$ cat config.mk
export PLATFORM = sky130hd
export DESIGN_NAME = eca_mem_arb
export DESIGN_NICKNAME = d
export VERILOG_FILES = /design/src/rtl/eca_pkg.sv /design/src/rtl/rr_arb3.sv /design/src/rtl/eca_mem_arb.sv
export SDC_FILE = /design/constraint.sdc
export NUM_CORES = 1
export LEC_CHECK = 0
export CORE_AREA = 2 2 145 147
export CTS_CLUSTER_DIAMETER = 100
export DETAILED_ROUTE_END_ITERATION = 6
export DIE_AREA = 0 0 147 149
export GPL_TIMING_DRIVEN = 1
export MAX_ROUTING_LAYER = met4
export PLACE_DENSITY = 0.71
export SLEW_MARGIN = 20
export SYNTH_ARGS = -nofsm -noshare
export SYNTH_HDL_FRONTEND = slang
export SYNTH_SLANG_ARGS = --single-unit
$ cat constraint.sdc
create_clock -name clk -period 7 [get_ports clk]
set_clock_uncertainty 0.2 [all_clocks]
set_input_delay 1.4 -clock clk [delete_from_list [all_inputs] [get_ports clk]]
set_output_delay 1.4 -clock clk [all_outputs]
set_load 0.01 [all_outputs]
$ cat src/rtl/eca_pkg.sv
// rtl/eca_pkg.sv - shared types for the ECA memory arbiter
package eca_pkg;

  localparam int NUM_CLIENTS = 3;

  typedef enum logic [1:0] {
    CL_WR = 2'd0,
    CL_BM = 2'd1,
    CL_IB = 2'd2
  } client_e;

  typedef struct packed {
    logic    valid;
    client_e id;
  } tag_t;

endpackage

$ cat src/rtl/rr_arb3.sv
// rtl/rr_arb3.sv - combinational 3-way round-robin grant starting at ptr_i
module rr_arb3
  import eca_pkg::*;
(
  input  logic [NUM_CLIENTS-1:0] req_i,
  input  logic [1:0]             ptr_i,
  output logic [NUM_CLIENTS-1:0] gnt_o
);

  logic [1:0] idx;

  always_comb begin
    gnt_o = '0;
    idx   = '0;
    for (int k = 0; k < NUM_CLIENTS; k++) begin
      idx = 2'((int'(ptr_i) + k) % NUM_CLIENTS);
      if (gnt_o == '0 && req_i[idx]) gnt_o[idx] = 1'b1;
    end
  end

endmodule

$ cat src/rtl/eca_mem_arb.sv
// rtl/eca_mem_arb.sv - round-robin arbiter sharing one SRAM between three clients
module eca_mem_arb
  import eca_pkg::*;
#(
  parameter int ADDR_W     = 10,
  parameter int DATA_W     = 64,
  parameter int MEM_RD_LAT = 2
) (
  input  logic              clk,
  input  logic              rst,
  input  logic              arb_en,
  input  logic              flush,
  input  logic              wr_req,
  input  logic [ADDR_W-1:0] wr_addr,
  input  logic [DATA_W-1:0] wr_data,
  output logic              wr_gnt,
  input  logic              bm_rd_req,
  input  logic [ADDR_W-1:0] bm_rd_addr,
  output logic              bm_rd_gnt,
  output logic [DATA_W-1:0] bm_rd_data,
  output logic              bm_rd_val,
  input  logic              ib_rd_req,
  input  logic [ADDR_W-1:0] ib_rd_addr,
  output logic              ib_rd_gnt,
  output logic [DATA_W-1:0] ib_rd_data,
  output logic              ib_rd_val,
  output logic              mem_en,
  output logic              mem_we,
  output logic [ADDR_W-1:0] mem_addr,
  output logic [DATA_W-1:0] mem_wdata,
  input  logic [DATA_W-1:0] mem_rdata,
  output logic              busy
);

  localparam int DEPTH = MEM_RD_LAT + 1;

  logic [NUM_CLIENTS-1:0] req;
  logic [NUM_CLIENTS-1:0] gnt;
  logic [1:0]             ptr_q, ptr_d;
  logic                   mem_en_q, mem_we_q;
  logic [ADDR_W-1:0]      mem_addr_q, mem_addr_d;
  logic [DATA_W-1:0]      mem_wdata_q, mem_wdata_d;
  tag_t [DEPTH-1:0]       tag_q;
  tag_t                   tag_in;
  tag_t                   head;
  logic                   head_ok;
  logic                   tag_any;

  assign req = {ib_rd_req, bm_rd_req, wr_req} & {NUM_CLIENTS{arb_en & ~rst & ~flush}};

  rr_arb3 u_rr_arb3 (
    .req_i (req),
    .ptr_i (ptr_q),
    .gnt_o (gnt)
  );

  assign wr_gnt    = gnt[0];
  assign bm_rd_gnt = gnt[1];
  assign ib_rd_gnt = gnt[2];

  always_comb begin
    ptr_d        = ptr_q;
    mem_addr_d   = mem_addr_q;
    mem_wdata_d  = mem_wdata_q;
    tag_in.valid = gnt[1] | gnt[2];
    tag_in.id    = gnt[2] ? CL_IB : CL_BM;
    if (flush)       ptr_d = 2'd0;
    else if (gnt[0]) ptr_d = 2'd1;
    else if (gnt[1]) ptr_d = 2'd2;
    else if (gnt[2]) ptr_d = 2'd0;
    if (gnt[0]) begin
      mem_addr_d  = wr_addr;
      mem_wdata_d = wr_data;
    end else if (gnt[1]) begin
      mem_addr_d  = bm_rd_addr;
    end else if (gnt[2]) begin
      mem_addr_d  = ib_rd_addr;
    end
  end

  always_ff @(posedge clk) begin
    if (rst) begin
      ptr_q       <= '0;
      mem_en_q    <= 1'b0;
      mem_we_q    <= 1'b0;
      mem_addr_q  <= '0;
      mem_wdata_q <= '0;
      tag_q       <= '0;
    end else begin
      ptr_q       <= ptr_d;
      mem_en_q    <= |gnt;
      mem_we_q    <= gnt[0];
      mem_addr_q  <= mem_addr_d;
      mem_wdata_q <= mem_wdata_d;
      if (flush) tag_q <= '0;
      else       tag_q <= {tag_q[DEPTH-2:0], tag_in};
    end
  end

  // Head of the tag pipe lines up with mem_rdata; a flush or reset kills the return.
  always_comb begin
    head    = tag_q[DEPTH-1];
    head_ok = head.valid & ~rst & ~flush;
    tag_any = 1'b0;
    for (int i = 0; i < DEPTH; i++) tag_any = tag_any | tag_q[i].valid;
  end

  assign bm_rd_val  = head_ok & (head.id == CL_BM);
  assign ib_rd_val  = head_ok & (head.id == CL_IB);
  assign bm_rd_data = mem_rdata;
  assign ib_rd_data = mem_rdata;

  assign mem_en    = mem_en_q;
  assign mem_we    = mem_we_q;
  assign mem_addr  = mem_addr_q;
  assign mem_wdata = mem_wdata_q;
  assign busy      = ~rst & (mem_en_q | tag_any);

endmodule

==> results of run 1 <==
==> through the flow <==
step / worst slack [ns] / cells / hold slack [ns] / util
after floorplan: 2.30 / 546 / 0.206 / -
after global placement: 1.36 / 850 / 0.208 / 0.280
after detailed placement: 1.33 / 850 / 0.213 / 0.280
after CTS: 1.31 / 866 / 0.230 / 0.295
after global routing: 1.19 / 866 / 0.246 / 0.295
final: 1.31 / 866 / 0.228 / 0.295
==> cells in the mapped netlist (2+ instances only) <==
cell and instances:
sky130_fd_sc_hd__nand2_1 112, sky130_fd_sc_hd__mux2i_1 13, sky130_fd_sc_hd__nor3b_1 3, sky130_fd_sc_hd__dfxtp_1 87
sky130_fd_sc_hd__inv_1 8, sky130_fd_sc_hd__ha_1 4, sky130_fd_sc_hd__nor2_1 6, sky130_fd_sc_hd__buf_12 4
sky130_fd_sc_hd__buf_6 7, sky130_fd_sc_hd__a21oi_1 38, sky130_fd_sc_hd__a21oi_2 29, sky130_fd_sc_hd__buf_2 8
sky130_fd_sc_hd__nand2b_1 10, sky130_fd_sc_hd__buf_4 130, sky130_fd_sc_hd__clkbuf_1 7, sky130_fd_sc_hd__nand2_2 29
sky130_fd_sc_hd__and2_1 8, sky130_fd_sc_hd__o31ai_1 2, sky130_fd_sc_hd__nor3_1 2, sky130_fd_sc_hd__o21ai_0 5
sky130_fd_sc_hd__nor3_2 2, sky130_fd_sc_hd__nor4_1 2, sky130_fd_sc_hd__o21a_1 3, sky130_fd_sc_hd__o221ai_2 10
==> worst paths after layout <==
| path | endpoint | cells past startpoint |
|---|---|---|
| max | bm_rd_gnt | 6 |
| max reg2reg | mem_addr[0]$_SDFFE_PP0P_ | 10 |
| min | head[0]$_SDFF_PP0_ | 1 |
| min reg2reg | head[0]$_SDFF_PP0_ | 1 |
==> metal layers <==
| layer | up-vias | wire length [µm] |
|---|---|---|
| li1 | 1725 | - |
| met1 | 1534 | 5010 |
| met2 | 180 | 5290 |
| met3 | 67 | 1050 |
| met4 | 0 | 608 |
| met5 | - | 0 |
==> state kept, by name (all words and copies together) (netlist names) <==
name / flops
mem_we: 1
tag_q: 6
ptr_q: 2
head: 3
mem_addr: 10
mem_en: 1
mem_wdata: 64
==> power by group through the flow <==
stage               logic, mW  clock network (mW)  registers, mW
CTS                     0.168               0.536          0.520
global route            0.180               0.555          0.521
detailed placement      0.167                   0          0.531
floorplan               0.137                   0          0.538
finish                  0.166               0.510          0.520
global placement        0.167                   0          0.531
==> cells by family after synthesis <==
| logic type | count (synthesis) | share of synthesized area |
|---|---|---|
| and+or+nand+nor | 182 | 0.184 |
| buffers and inverters | 166 | 0.261 |
| AOI/OAI and AO/OA | 94 | 0.151 |
| DFF | 87 | 0.366 |
| muxes | 13 | 0.0273 |
| adders and majority gates | 4 | 0.0105 |
==> final cells by class <==
type | count | area, µm² | share of cell area
repair buffers | 186 | 1850 | 0.305
multi-input cells | 293 | 1780 | 0.293
flip-flops and latches | 87 | 1740 | 0.287
well taps | 275 | 344 | 0.0567
clock buffers | 11 | 253 | 0.0416
clock inverters | 5 | 65.1 | 0.0107
inverters | 9 | 36.3 | 0.00598
==> worst max-delay path, stage by stage <==
cell	delay, ns
sky130_fd_sc_hd__clkdlybuf4s50_1	0.49
sky130_fd_sc_hd__or3b_1	0.55
sky130_fd_sc_hd__nor3_2	0.25
sky130_fd_sc_hd__or4b_1	0.47
sky130_fd_sc_hd__nand3_2	0.32
sky130_fd_sc_hd__clkdlybuf4s50_1	0.62
==> out/qor.log, run 1 <==
[worst_setup_path] worst setup path startpoint flush
[worst_setup_path] Startpoint Class primary input
[logic_synthesis] flip-flop and latch count after synthesis 87
[logic_synthesis] portion of the post-synthesis area used by sequential elements 0.366
[sta] Final min period 5.69 ns
[clock_network] TritonCTS clock tree done
[placed_design] routability-driven placement congestion ratio 0.813
[global_routing] initial antenna violation count 0
[power] part of the total power dissipated in the clock network 0.427
[power] Pint 0.908 mW
[global_routing] first-pass GRT wire length 18.4 mm
[worst_setup_path] start-to-end type of the worst setup path in2out
[clock_network] post-CTS setup repair buffer count 0
[routing] DRC marker count from the first detailed-route iteration 172
[logic_synthesis] count of flip-flops with a built-in enable after synthesis 0
[routing] drt wl/cell 13.8 µm
[die] floorplan die width 147 µm
[worst_setup_path] critical-path maximum fanout 12
[power] switching power share of the total 0.241
[sta] final-report max-slew violation count 0
[worst_setup_path] setup slack, reg-to-reg 3.35 ns
[global_routing] remaining global-route overflow 0
[final_layout] number of inserted filler cells in the final layout 2197
[global_routing] global-route layer with the greatest usage met2
[clock_network] post-CTS clock slew at the launch and capture registers of the worst setup and hold paths 0.07 ns
[clock_network] number of CTS-inserted buffers 9
[power] relative contribution of combinational cells to total power 0.139
[logic_synthesis] per-instance average area after synthesis 8.72 µm²
[final_layout] ratio of cells with drive above 1 in the final layout 0.166
[sta] endpoints failing setup 0
[job] count of maximum capacitance violations 0
[logic_synthesis] fraction of post-synthesis cell area in the top cell type by area 0.366
[final_layout] number of nets in the final layout 755
[sta] fmax 176 MHz
[die] vertical extent of the die 149 µm
[routing] via total after detailed routing 3506
[logic_synthesis] most frequently used flop master after synthesis sky130_fd_sc_hd__dfxtp_1
[sta] final hold violation count 0
[routing] count of unresolved DRC violations after routing 0
[power] total power consumption of the routed design 1.20 mW
[routing] Post-DRT Antenna Nets 0
[power] part of the power in registers 0.435
[global_routing] total global-route track usage 0.112
[global_routing] GRT met3 Usage 0.0440
[final_layout] post-layout instance area 0.00607 mm²
[die] total die area 0.0219 mm²
[worst_hold_path] kind of path behind the tightest hold check reg2reg
[final_layout] Ant. Diodes 0
[global_routing] via count of the first global-routing pass 3464
[global_routing] largest net degree at the start of global routing 69
[sta] measured slew at the worst slew-check pin 0.770 ns
[clock_network] clock insertion delay at the later pin of the skew report 0.34 ns
[logic_synthesis] post-synthesis cell type with the largest combined area sky130_fd_sc_hd__dfxtp_1
[worst_setup_path] category of the worst setup path capture point output pin
[global_routing] met1 track demand over resource in global routing 0.126
[worst_setup_path] CP Data Required Time 5.40 ns
[logic_synthesis] Synth Net Count 715
[final_layout] top library cells by usage in the layout, fill and taps aside sky130_fd_sc_hd__clkdlybuf4s50_1, sky130_fd_sc_hd__nand2_1, sky130_fd_sc_hd__dfxtp_1
[logic_synthesis] most area-consuming cells after synthesis sky130_fd_sc_hd__dfxtp_1, sky130_fd_sc_hd__buf_4, sky130_fd_sc_hd__nand2_1, sky130_fd_sc_hd__a21oi_2, sky130_fd_sc_hd__a21oi_1
[global_routing] met2 routing resource usage after global routing 0.164
[power] worst-case vdd ir drop 0.0000885 V
[placed_design] Placement Cell Area 0.00575 mm²
[worst_setup_path] RR Startpoint ptr_q[0]$_SDFFE_PP0P_
[die] number of placement rows 53
[final_layout] commonest non-fill, non-tap cell in the layout sky130_fd_sc_hd__clkdlybuf4s50_1
[logic_synthesis] proportion of synthesized flip-flops having asynchronous set or reset 0
[clock_network] clock root buffer sky130_fd_sc_hd__clkbuf_16
[routing] total wire length 12.0 mm
[placed_design] HPWL reported at the end of detailed placement 8.47 mm
[routing] First-pass DRT Iterations 4
[power] reported leakage power 1.99 nW
[power] Pwr Density 197 mW/mm²
[die] I/O pin total 375
[final_layout] Layout area overhead 27.5%
[clock_network] quantity of gates resized following cts 0
[power] total net switching power 0.288 mW
[logic_synthesis] number of unique standard cell types used by synthesis 41
[die] initial cell density of the core 0.232
[logic_synthesis] synth warn 0
[run_status] outcome finished clean
[placed_design] I/O Buffers 182
[routing] average vias per placed instance 4.05
[die] area of the core region 0.0206 mm²
[logic_synthesis] netlist area before placement 0.00476 mm²
[worst_setup_path] CP Data Arrival Time 4.09 ns
[clock_network] Hold Buf Count CTS 0
[worst_hold_path] critical hold path startpoint tag_q[3]$_SDFF_PP0_
[sta] period utilization 0.813
[clock_network] htree depth 3
[sta] Final TNS setup 0 ns
[sta] relative slew slack 0.487
[sta] unrepaired setup endpoints after global routing false
[clock_network] maximum number of buffers from clock root to sink 2
[clock_network] number of clock sinks 87
[logic_synthesis] count of mapped cells out of synthesis 546
No activity file was read; power rests on OpenSTA's default activity.
==> inputs of run 2 (changes only) <==
clock period = 5.8 ns   (was 7 ns; I/O delays follow)
==> run 2 against run 1 <==
Compared with the run above:
- via count grew 1.4%
- flip-flop and latch count is the same
- utilization about the same
- wire length grew 1.4%
- sequential power rose by 21%
- hold slack better by 0.0010 ns
- cell count rose by 0.23%
- register-to-register slack worse by 1.2 ns
- die area did not move
- cell area about the same
- largest cell class unchanged
==> out/qor.log, run 2 (synthesis gave the netlist of run 1 again) <==
[global_routing] GRT met3 Usage 0.0459 [+0.00183]
[sta] endpoints failing setup 0 [unchanged]
[routing] DRC marker count from the first detailed-route iteration 73 [-58%]
[sta] final-report max-slew violation count 0 [unchanged]
[worst_setup_path] setup slack, reg-to-reg 2.12 ns [-1.23 ns]
[clock_network] post-CTS clock slew at the launch and capture registers of the worst setup and hold paths 0.07 ns [about the same]
[sta] final hold violation count 0 [unchanged]
[routing] total wire length 12.1 mm [+1.4%]
[routing] count of unresolved DRC violations after routing 0 [unchanged]
[clock_network] post-CTS setup repair buffer count 0 [unchanged]
[routing] via total after detailed routing 3555 [+1.4%]
[worst_setup_path] critical register-to-register path endpoint mem_addr[1]$_SDFFE_PP0P_
[global_routing] via count of the first global-routing pass 3497 [+0.95%]
[worst_hold_path] kind of path behind the tightest hold check reg2reg
[power] Pwr Density 237 mW/mm² [+20%]
[routing] average vias per placed instance 4.10 [+1.2%]
[global_routing] total global-route track usage 0.111 [-0.000966]
[routing] drt wl/cell 14.0 µm [+1.1%]
[final_layout] Ant. Diodes 0 [unchanged]
[placed_design] worst setup slack after placement 0.853 ns [-0.476 ns]
[final_layout] Layout area overhead 27.6% [about the same]
[die] floorplan die width 147 µm [unchanged]
[placed_design] routability-driven placement congestion ratio 0.816 [+0.33%]
[clock_network] clock insertion delay at the later pin of the skew report 0.34 ns [about the same]
[placed_design] Placement Cell Area 0.00577 mm² [+0.26%]
[run_status] outcome finished clean
[die] I/O pin total 375 [unchanged]
[routing] First-pass DRT Iterations 4 [unchanged]
[placed_design] HPWL reported at the end of detailed placement 8.65 mm [+2.0%]
[power] worst-case vdd ir drop 0.000139 V [+57%]
[worst_setup_path] critical-path maximum fanout 8 [-4]
[final_layout] ratio of cells with drive above 1 in the final layout 0.167 [+0.00113]
[worst_hold_path] critical hold path startpoint tag_q[0]$_SDFF_PP0_
[global_routing] global-route layer with the greatest usage met2
[clock_network] Hold Buf Count CTS 0 [unchanged]
[die] total die area 0.0219 mm² [unchanged]
[power] reported leakage power 2.00 nW [+0.23%]
[die] vertical extent of the die 149 µm [unchanged]
[global_routing] remaining global-route overflow 0 [unchanged]
[sta] Final TNS setup 0 ns [unchanged]
[final_layout] commonest non-fill, non-tap cell in the layout sky130_fd_sc_hd__clkdlybuf4s50_1
[worst_setup_path] CP Data Required Time 4.44 ns [-0.96 ns]
[die] initial cell density of the core 0.232 [unchanged]
[clock_network] maximum number of buffers from clock root to sink 2 [unchanged]
[sta] fmax 200 MHz
[routing] Post-DRT Antenna Nets 0 [unchanged]
[clock_network] clock root buffer sky130_fd_sc_hd__clkbuf_16
[die] number of placement rows 53 [unchanged]
[worst_hold_path] number of instances on the worst hold path 1 [unchanged]
[sta] relative slew slack 0.472 [-0.0143]
[final_layout] max reg flops 64 [unchanged]
[clock_network] TritonCTS clock tree done
[global_routing] met2 routing resource usage after global routing 0.164 [+0.000235]
[clock_network] htree depth 3 [unchanged]
[global_routing] met1 track demand over resource in global routing 0.125 [-0.00141]
[job] count of maximum capacitance violations 0 [unchanged]
[worst_hold_path] worst hold path endpoint tag_q[3]$_SDFF_PP0_
[final_layout] top library cells by usage in the layout, fill and taps aside sky130_fd_sc_hd__clkdlybuf4s50_1, sky130_fd_sc_hd__nand2_1, sky130_fd_sc_hd__dfxtp_1
[worst_setup_path] cell depth of the worst flop-to-flop path 10 [unchanged]
[placed_design] I/O Buffers 182 [unchanged]
[global_routing] initial antenna violation count 0 [unchanged]
[sta] unrepaired setup endpoints after global routing false
[clock_network] quantity of gates resized following cts 0 [unchanged]
[worst_setup_path] RR Startpoint ptr_q[0]$_SDFFE_PP0P_
[worst_setup_path] start-to-end type of the worst setup path in2out
[sta] PnR worst setup slack 0.804 ns [-0.507 ns]
[final_layout] number of nets in the final layout 757 [+0.26%]
[worst_setup_path] category of the worst setup path capture point output pin
[clock_network] number of CTS-inserted buffers 9 [unchanged]
[final_layout] number of inserted filler cells in the final layout 2196 [-0.046%]
[die] area of the core region 0.0206 mm² [unchanged]
[worst_setup_path] CP Data Arrival Time 3.64 ns [-0.45 ns]
[sta] measured slew at the worst slew-check pin 0.791 ns [+0.0215 ns]
[final_layout] post-layout instance area 0.00607 mm² [about the same]
[global_routing] largest net degree at the start of global routing 69 [unchanged]
[clock_network] number of clock sinks 87 [unchanged]
[sta] Final min period 5.00 ns
[global_routing] first-pass GRT wire length 18.4 mm [+0.34%]
[worst_setup_path] Startpoint Class primary input
[sta] period utilization 0.861
run 2: how the worst max path moves through the flow:
stage                     startpoint        end  cells past startpoint
final                          flush  bm_rd_gnt                      6
after global routing           flush  bm_rd_gnt                      6
after CTS                      flush  bm_rd_gnt                      6
after detailed placement       flush  bm_rd_gnt                      6
after global placement         flush  bm_rd_gnt                      6
after floorplan                  rst     wr_gnt                     11
run 2: critical path: stages:
cell and delay (ns):
sky130_fd_sc_hd__clkdlybuf4s50_1 0.50, sky130_fd_sc_hd__or3b_1 0.55, sky130_fd_sc_hd__nor3_2 0.27, sky130_fd_sc_hd__or4b_1 0.50, sky130_fd_sc_hd__nand3_2 0.12, sky130_fd_sc_hd__clkdlybuf4s50_1 0.54
run 2: layout make-up:
cell class | count | area, µm² | share of cell area
clock buffer | 11 | 243 | 0.0400
clock inverter | 5 | 65.1 | 0.0107
inverter | 9 | 36.3 | 0.00597
multi-input combinational | 293 | 1780 | 0.293
sequential | 87 | 1740 | 0.287
tap | 275 | 344 | 0.0567
timing repair buffer | 188 | 1860 | 0.307
run 2: through the flow:
stage	std cells	utilization	hold WS, ns	power [mW]
after detailed placement	852	0.280	0.214	0.845
final	868	0.295	0.229	1.44
after floorplan	546	-	0.206	0.815
after global routing	868	0.295	0.243	1.51
after CTS	868	0.295	0.229	1.47
after global placement	852	0.280	0.207	0.843
run 2: layer usage:
layer / routed length (µm) / share of wire
met1: 5110 / 0.42
met3: 1080 / 0.089
met2: 5320 / 0.44
met4: 629 / 0.052
met5: 0 / 0
run 2: where the power goes:
part | internal (mW) | switching (mW)
logic | 0.117 | 0.0849
clock network | 0.351 | 0.259
registers | 0.617 | 0.00998
